[src/rtl/iobus_ctrl_pkg.sv]
// Shared types and defaults for the half-duplex io_bus direction controller.
package iobus_ctrl_pkg;

  typedef enum logic [2:0] {
    IDLE,
    TX_TURN,
    TX_XFER,
    RX_TURN,
    RX_XFER
  } state_t;

  // Pad direction encoding as seen on the select output.
  localparam logic DIR_RX = 1'b0;
  localparam logic DIR_TX = 1'b1;

  localparam int TURN_CYC_DEF    = 2;
  localparam int BURST_MAX_DEF   = 8;
  localparam int TIMEOUT_CYC_DEF = 64;

endpackage

[src/rtl/iobus_nibble_packer.sv]
// Assembles received nibbles into bytes, first nibble in the high half.
// flush emits a held lone nibble as {nib,4'h0} with odd set; clear drops it silently.
module iobus_nibble_packer (
  input  logic       clk,
  input  logic       rst,
  input  logic       push,
  input  logic       flush,
  input  logic       clear,
  input  logic [3:0] nib,
  output logic [7:0] rx_byte,
  output logic       byte_valid,
  output logic       odd
);

  logic [3:0] hi_nib;
  logic       have_hi;

  // Pair nibbles; a strobe arriving with flush is packed before the flush is applied.
  always_ff @(posedge clk) begin
    if (rst) begin
      hi_nib     <= 4'h0;
      have_hi    <= 1'b0;
      rx_byte    <= 8'h00;
      byte_valid <= 1'b0;
      odd        <= 1'b0;
    end else if (clear) begin
      have_hi    <= 1'b0;
      byte_valid <= 1'b0;
      odd        <= 1'b0;
    end else begin
      byte_valid <= 1'b0;
      odd        <= 1'b0;
      if (push && have_hi) begin
        rx_byte    <= {hi_nib, nib};
        byte_valid <= 1'b1;
        have_hi    <= 1'b0;
      end else if (push && flush) begin
        rx_byte    <= {nib, 4'h0};
        byte_valid <= 1'b1;
        odd        <= 1'b1;
        have_hi    <= 1'b0;
      end else if (push) begin
        hi_nib  <= nib;
        have_hi <= 1'b1;
      end else if (flush && have_hi) begin
        rx_byte    <= {hi_nib, 4'h0};
        byte_valid <= 1'b1;
        odd        <= 1'b1;
        have_hi    <= 1'b0;
      end
    end
  end

endmodule

[src/rtl/iobus_dir_ctrl.sv]
// Half-duplex direction controller for the shared 4-bit FPGA io_bus.
// Every direction change passes through a turnaround state with bus_oe low.
// Optional RX watchdog: define IOBUS_TIMEOUT_EN to enable it (rx_abort tied low otherwise).
module iobus_dir_ctrl
  import iobus_ctrl_pkg::*;
#(
  parameter int TURN_CYC    = TURN_CYC_DEF,
  parameter int BURST_MAX   = BURST_MAX_DEF,
  parameter int TIMEOUT_CYC = TIMEOUT_CYC_DEF
) (
  input  logic       clk,
  input  logic       rst,
  input  logic       tx_valid,
  input  logic [3:0] tx_nib,
  output logic       tx_ready,
  input  logic       rx_req,
  input  logic       rx_stb,
  input  logic [3:0] bus_in,
  output logic       select,
  output logic       bus_oe,
  output logic [3:0] bus_out,
  output logic [7:0] rx_byte,
  output logic       rx_byte_valid,
  output logic       rx_odd,
  output logic       rx_abort,
  output logic       busy
);

  localparam int TURN_W = $clog2(TURN_CYC + 1);
  localparam int BEAT_W = $clog2(BURST_MAX + 1);

  state_t              state;
  logic                last_grant;
  logic [TURN_W-1:0]   turn_cnt;
  logic [BEAT_W-1:0]   beats;
  logic                rx_req_eff;
  logic                timeout_hit;
  logic                burst_full;
  logic                tx_accept;
  logic                tx_exit;
  logic                rx_exit;
  logic                turn_done;

`ifdef IOBUS_TIMEOUT_EN
  localparam int TO_W = $clog2(TIMEOUT_CYC + 1);

  logic [TO_W-1:0] to_cnt;
  logic            rx_block;

  // A request that timed out must be withdrawn before it can win arbitration again.
  assign rx_req_eff  = rx_req & ~rx_block;
  assign timeout_hit = (state == RX_XFER) && rx_req && !rx_stb &&
                       (to_cnt == TO_W'(TIMEOUT_CYC - 1));

  // Watchdog: counts strobe-free RX_XFER cycles and latches the re-request block.
  always_ff @(posedge clk) begin
    if (rst) begin
      to_cnt   <= '0;
      rx_block <= 1'b0;
      rx_abort <= 1'b0;
    end else begin
      rx_abort <= timeout_hit;
      if (state != RX_XFER || rx_stb) to_cnt <= '0;
      else                            to_cnt <= to_cnt + 1'b1;
      if (timeout_hit)  rx_block <= 1'b1;
      else if (!rx_req) rx_block <= 1'b0;
    end
  end
`else
  logic unused_timeout_cfg;

  assign unused_timeout_cfg = TIMEOUT_CYC[0];
  assign rx_req_eff         = rx_req;
  assign timeout_hit        = 1'b0;
  assign rx_abort           = 1'b0;
`endif

  assign burst_full = (beats == BEAT_W'(BURST_MAX));
  assign tx_accept  = (state == TX_XFER) && tx_valid && !(burst_full && rx_req_eff);
  assign tx_exit    = (state == TX_XFER) && (!tx_valid || (burst_full && rx_req_eff));
  assign rx_exit    = (state == RX_XFER) && !rx_req;
  assign turn_done  = (turn_cnt == TURN_W'(TURN_CYC - 1));
  assign tx_ready   = tx_accept;
  assign busy       = (state != IDLE);

  // Direction FSM: arbitration, turnaround timing, burst limit and registered pad controls.
  always_ff @(posedge clk) begin
    if (rst) begin
      state      <= IDLE;
      select     <= DIR_RX;
      bus_oe     <= 1'b0;
      bus_out    <= 4'h0;
      last_grant <= DIR_RX;
      turn_cnt   <= '0;
      beats      <= '0;
    end else begin
      case (state)
        IDLE: begin
          turn_cnt <= '0;
          if (tx_valid && (!rx_req_eff || last_grant == DIR_RX)) begin
            state  <= TX_TURN;
            select <= DIR_TX;
          end else if (rx_req_eff) begin
            state  <= RX_TURN;
            select <= DIR_RX;
          end
        end
        TX_TURN: begin
          if (turn_done) begin
            state  <= TX_XFER;
            bus_oe <= 1'b1;
            beats  <= '0;
          end else begin
            turn_cnt <= turn_cnt + 1'b1;
          end
        end
        TX_XFER: begin
          if (tx_accept) begin
            bus_out <= tx_nib;
            beats   <= burst_full ? BEAT_W'(1) : beats + 1'b1;
          end
          if (tx_exit) begin
            bus_oe     <= 1'b0;
            last_grant <= DIR_TX;
            turn_cnt   <= '0;
            if (rx_req_eff) begin
              state  <= RX_TURN;
              select <= DIR_RX;
            end else begin
              state <= IDLE;
            end
          end
        end
        RX_TURN: begin
          if (turn_done) state <= RX_XFER;
          else           turn_cnt <= turn_cnt + 1'b1;
        end
        RX_XFER: begin
          if (rx_exit) begin
            last_grant <= DIR_RX;
            turn_cnt   <= '0;
            if (tx_valid) begin
              state  <= TX_TURN;
              select <= DIR_TX;
            end else begin
              state <= IDLE;
            end
          end else if (timeout_hit) begin
            last_grant <= DIR_RX;
            state      <= IDLE;
          end
        end
        default: begin
          state  <= IDLE;
          bus_oe <= 1'b0;
        end
      endcase
    end
  end

  iobus_nibble_packer u_packer (
    .clk        (clk),
    .rst        (rst),
    .push       ((state == RX_XFER) && rx_stb),
    .flush      (rx_exit),
    .clear      (timeout_hit),
    .nib        (bus_in),
    .rx_byte    (rx_byte),
    .byte_valid (rx_byte_valid),
    .odd        (rx_odd)
  );

endmodule

[config.mk]
export PLATFORM = sky130hd
export DESIGN_NAME = iobus_dir_ctrl
export DESIGN_NICKNAME = d
export VERILOG_FILES = /design/src/rtl/iobus_ctrl_pkg.sv /design/src/rtl/iobus_nibble_packer.sv /design/src/rtl/iobus_dir_ctrl.sv
export SDC_FILE = /design/constraint.sdc
export NUM_CORES = 1
export LEC_CHECK = 0
export ABC_CLOCK_PERIOD_IN_PS = 2300
export CAP_MARGIN = 20
export CORE_MARGIN = 2
export CORE_UTILIZATION = 50
export CTS_CLUSTER_DIAMETER = 100
export CTS_CLUSTER_SIZE = 40
export DETAILED_ROUTE_END_ITERATION = 16
export PLACE_DENSITY = 0.78
export SYNTH_ARGS = -nofsm -noshare
export SYNTH_HDL_FRONTEND = slang
export SYNTH_HIERARCHICAL = 1
export SYNTH_SLANG_ARGS = --single-unit
[constraint.sdc]
create_clock -name clk -period 2.3 [get_ports clk]
set_input_delay 0.46 -clock clk [delete_from_list [all_inputs] [get_ports clk]]
set_output_delay 0.46 -clock clk [all_outputs]
set_load 0.05 [all_outputs]
======== Word level (Yosys, flattened, before mapping) ========
Index checks and enable logic that the tools add are counted.
storage, ports and cells
  bits in registers ....................... 31
  input port bits ......................... 13
  output and inout bits ................... 19
cells by class
  add/subtract/negate cells ............... 2
  eq/ne operators ......................... 15
  mux-type cells .......................... 39
  bitwise gates (word level) .............. 4
  reduce and logical (&&, ||, !) cells .... 36
operator list
  cell                 number
  $mux 8               4
  $mux 3               6
  $mux 1               16
  $pmux 3 s5           1
  $mux 4               3
  $ne 2x2->1 const B   6
  $reduce_and 3->1     4
  $logic_and 1x1->1    10
  $reduce_bool 3->1    3
  $mux 2               4
  $pmux 2 s4           1
  $pmux 4 s2           1
  $reduce_and 4->1     2
  $eq 3x2->1 const B   2
  $ne 3x3->1 const B   2
  $pmux 1 s3           2
  $reduce_bool 2->1    3
  $reduce_or 3->1      2
  $reduce_and 5->1     1
  $add 4x1->4 const B  1
  $eq 4x4->1 const B   1
  $not 1->1            4
  $reduce_and 2->1     2
  $reduce_bool 4->1    1
  10 further kinds     14

======== Depth between registers and ports, before layout ========
  word-level depth ........................ 7
  gate-level depth with buffers ........... 8
  mapped depth without buffers ............ 6

======== Modules after synthesis ========
The synthesis kept the hierarchy.
by module, submodules not included
  module               instances  cells an instance  area an instance (um^2)  sequential area each (um^2)
  iobus_dir_ctrl       1          112                899.6                    320.3
  iobus_nibble_packer  1          63                 654.4                    300.3

======== Worst setup path after synthesis ========
Ideal clock, no wire load.
  path type ............................... in2out
  start ................................... input port rx_req
  end ..................................... output port tx_ready
  arrival time ............................ 1.383 ns
  required time ........................... 1.840 ns
  slack ................................... 0.457 ns
  stages .................................. 4
  cells stage by stage .................... buf_2 -> nand4b_1 -> nand3_1 -> inv_1
on the way
  longest elaborated chain between the ends .. 3
RTL lines
  element            line                  text
  from (decl)        iobus_dir_ctrl.sv:16  input logic rx_req,
  $logic_and 1x1->1  iobus_dir_ctrl.sv:79  assign tx_accept = (state == TX_XFER) && tx_valid && !(burst_full && rx_req_eff);
  $logic_not 1->1    iobus_dir_ctrl.sv:79
  $logic_and 1x1->1  iobus_dir_ctrl.sv:79
  to (decl)          iobus_dir_ctrl.sv:15  output logic tx_ready,
No other way between the ends.

======== Final worst setup path ========
  start ................................... register state[1]
  end ..................................... output port tx_ready
on the way
  longest elaborated chain between the ends .. 3
RTL lines
  element                         line                   text
  from (decl)                     iobus_dir_ctrl.sv:32   state_t state;
  from (signal assigned)          iobus_dir_ctrl.sv:89   state <= IDLE;
  from (signal assigned)          iobus_dir_ctrl.sv:101  state <= TX_TURN;
  from (signal assigned)          iobus_dir_ctrl.sv:104  state <= RX_TURN;
  $eq 3x2->1                      iobus_dir_ctrl.sv:79
  $logic_and 1x1->1 (2 in a row)  iobus_dir_ctrl.sv:79
No other way between the ends.

==> flow_metrics.env <==
export IMPL_status="finished clean"
export IMPL_synth_most_common_cell="dfxtp_1"
export IMPL_p_comb_share_pct=29.0
export IMPL_power_switching_mw=0.443
export IMPL_multi_input_area_sq_um=837
export IMPL_n_antenna_cell=0
export IMPL_tritoncts="built"
export IMPL_avgSynthCellArea_sq_um=8.88
export IMPL_synth_cells=175
export IMPL_regArea_sq_um=621
export IMPL_cts_setup_buffers=0
export IMPL_die_h_microns=59.8
export IMPL_hold_violations=0
export IMPL_skew_ns=0.00953
export IMPL_drc=0
export IMPL_drt_wl_total_microns=3440
export IMPL_first_pass_iters=4
export IMPL_rows=20
export IMPL_yosysTopAreaCellShare_pct=39.9
export IMPL_final_nets=225
export IMPL_synthDistinctLibCells=44
export IMPL_fin_ws_ns=0.178
export IMPL_drv_slew=0
export IMPL_powerDensity_nw_per_um2=660
export IMPL_grt_ovfl_total=0
export IMPL_synth_area_leaders="dfxtp_1, mux2i_1, a21oi_1"
export IMPL_cp_end_kind="output pin"
export IMPL_min_path_type="register to register"
export IMPL_grt_pass1_vias=1265
export IMPL_cts_sinks=31
export IMPL_tightestPinTransition_ns=0.562
export IMPL_die_w_microns=59.8
export IMPL_grt_total_usage_pct=20.7
export IMPL_rsz0062_at_grt="false"
export IMPL_path_clk_slew_ns=0.10
export IMPL_power_switching_share_pct=34.6
export IMPL_grt_pass1_wl_microns=5470
export IMPL_max_freq_mhz=471
export IMPL_max_cap_violations=0
export IMPL_drt_wirelength_per_cell_microns=14.2
export IMPL_place_ws_ns=0.0905
export IMPL_period_share_pct=92.3
export IMPL_drtIter0Drc=65
export IMPL_drtAntennaViolNets=0
export IMPL_cp_start_kind="register"
export IMPL_syn2layout_area_growth_pct=24.8
export IMPL_finalSetupViolCount=0
export IMPL_gp_congestion=0.901
export IMPL_nFillCells=251
export IMPL_postLayoutCellArea_sq_um=1940
export IMPL_cp_required_ns=1.84
export IMPL_p_seq_share_pct=46.4
export IMPL_worstSetupPathType="register to output pin"
export IMPL_relSlewSlack_pct=62.4
export IMPL_numCtsBuffers=5
export IMPL_synthTopCellsByCount="dfxtp_1, a21oi_1, nor2_1"
export IMPL_io_pins=32
export IMPL_clk_path_buf_depth=2
export IMPL_place_area_sq_um=1890
export IMPL_insertion_delay_ns=0.33
export IMPL_cts_hold_fix_buffers=0
export IMPL_core_area_sq_um=3000
export IMPL_dp_hpwl_microns=2490
export IMPL_port_buffers=30
export IMPL_ys_ff_latch=31
export IMPL_vias=1364
export IMPL_netlist_area_sq_um=1550
export IMPL_p_leak_nw=0.707
export IMPL_synth_async_sr_flop_share_pct=0
export IMPL_hold_ws_ns=0.489
export IMPL_ys_warn_count=6
export IMPL_ctsHtreeMaxLevel=2
export IMPL_cts_resized=0
export IMPL_cp_arrival_ns=1.66
export IMPL_antenna_found_initial=0
export IMPL_total_power_mw=1.28
export IMPL_yosysTopAreaCell="dfxtp_1"
export IMPL_ys_seq_area_share_pct=39.9
export IMPL_setup_tns_final_ns=0
export IMPL_drive_above_1_share_pct=12.9
export IMPL_ys_flop_type="dfxtp_1"
export IMPL_synth_edff_count=0
export IMPL_p_int_mw=0.837
export IMPL_grt_max_degree=16
export IMPL_cts_root_buf="clkbuf_4"
export IMPL_die_area_sq_um=3570
export IMPL_initial_core_util_pct=51.7
export IMPL_via_per_inst=5.61
export IMPL_clockPowerShare_pct=24.6
export IMPL_irDropWorstVdd_mv=0.402
export IMPL_min_period_ns=2.12
export IMPL_crit_path_max_fanout=12
## critical path: stages, from the launching register on
cell	delay, ns
dfxtp_1	0.54
nor3b_4	0.37
nand3_1	0.17
inv_1	0.12
buf_12	0.14
## cells by family (layout without fill, tap and decap cells)
logic type	count (synthesis)	count (layout)	share of synthesized area (%)
AOI/OAI and AO/OA	42	42	17.4
xor gates and xnor gates	1	1	0.564
adders and majority gates	4	4	3.14
buffers and inverters	21	53	6.92
DFF	31	31	39.9
muxes	13	13	8.37
other	1	4	0.241
and+or+nand+nor	62	62	23.4
## area by class of cell
type	count	area share (%)
clock buffers	6	2.13
flip-flops and latches	31	32.0
multi-input cells	126	43.2
clock inverters	2	0.645
inverters	9	1.74
well taps	33	2.13
repair buffers	36	18.2
## power groups by stage
| stage | sequential (mW) | clock [mW] | combinational [mW] |
|---|---|---|---|
| after CTS | 0.595 | 0.322 | 0.372 |
| after global routing | 0.599 | 0.347 | 0.400 |
| after detailed placement | 0.607 | 0 | 0.370 |
| final | 0.595 | 0.315 | 0.371 |
| after floorplan | 0.634 | 0 | 0.234 |
| after global placement | 0.605 | 0 | 0.361 |
## final timing paths
check / start / slack [ns] / endpoint / cells past startpoint
max reg2reg: state[1]$_SDFFE_PP0P_ / 0.22 / u_packer/rx_byte[5]$_SDFFE_PP0P_ / 6
min: turn_cnt[1]$_SDFFE_PP0P_ / 0.49 / turn_cnt[1]$_SDFFE_PP0P_ / 2
max: state[1]$_SDFFE_PP0P_ / 0.18 / tx_ready / 4
min reg2reg: turn_cnt[1]$_SDFFE_PP0P_ / 0.49 / turn_cnt[1]$_SDFFE_PP0P_ / 2
## registers in the layout, indices dropped and copies added (netlist names)
register / cells
select: 1
turn_cnt: 2
bus_out: 4
u_packer/odd: 1
u_packer/byte_valid: 1
u_packer/rx_byte: 8
bus_oe: 1
state: 3
u_packer/hi_nib: 4
last_grant: 1
u_packer/have_hi: 1
beats: 4
## per-layer routing
metal | part of all wire [%] | up-vias | wire length, microns | track usage [%]
met5 | 0 | - | 0 | 0
met4 | 1.7 | 0 | 57 | 10.5
met3 | 6.0 | 6 | 205 | 5.41
met2 | 49 | 47 | 1670 | 33.9
met1 | 44 | 628 | 1510 | 24.9
li1 | - | 683 | - | -
## layout by cell type (no fill, tap or decap), types with 4 or more instances in the layout
cell type        Yosys  final
dfxtp_1             31     31
clkdlybuf4s50_1      0     28
a21oi_1             19     19
nor2_1              17     17
mux2i_1             13     13
nand2_1             10     10
inv_1                9      9
buf_4                1      7
nand3_1              6      6
o21ai_0              5      5
clkbuf_4             0      5
or3_1                4      4
conb_1               1      4
a211oi_1             4      4
a21bo_2              4      4
nand4_1              4      4
## metrics by stage
stage,util [%],cells
6_report,64.6,243
5_1_grt,64.6,243
4_1_cts,64.6,243
3_5_place_dp,62.8,235
3_3_place_gp,62.8,235
2_1_floorplan,-,178
Power figures use the tool's default switching activity.
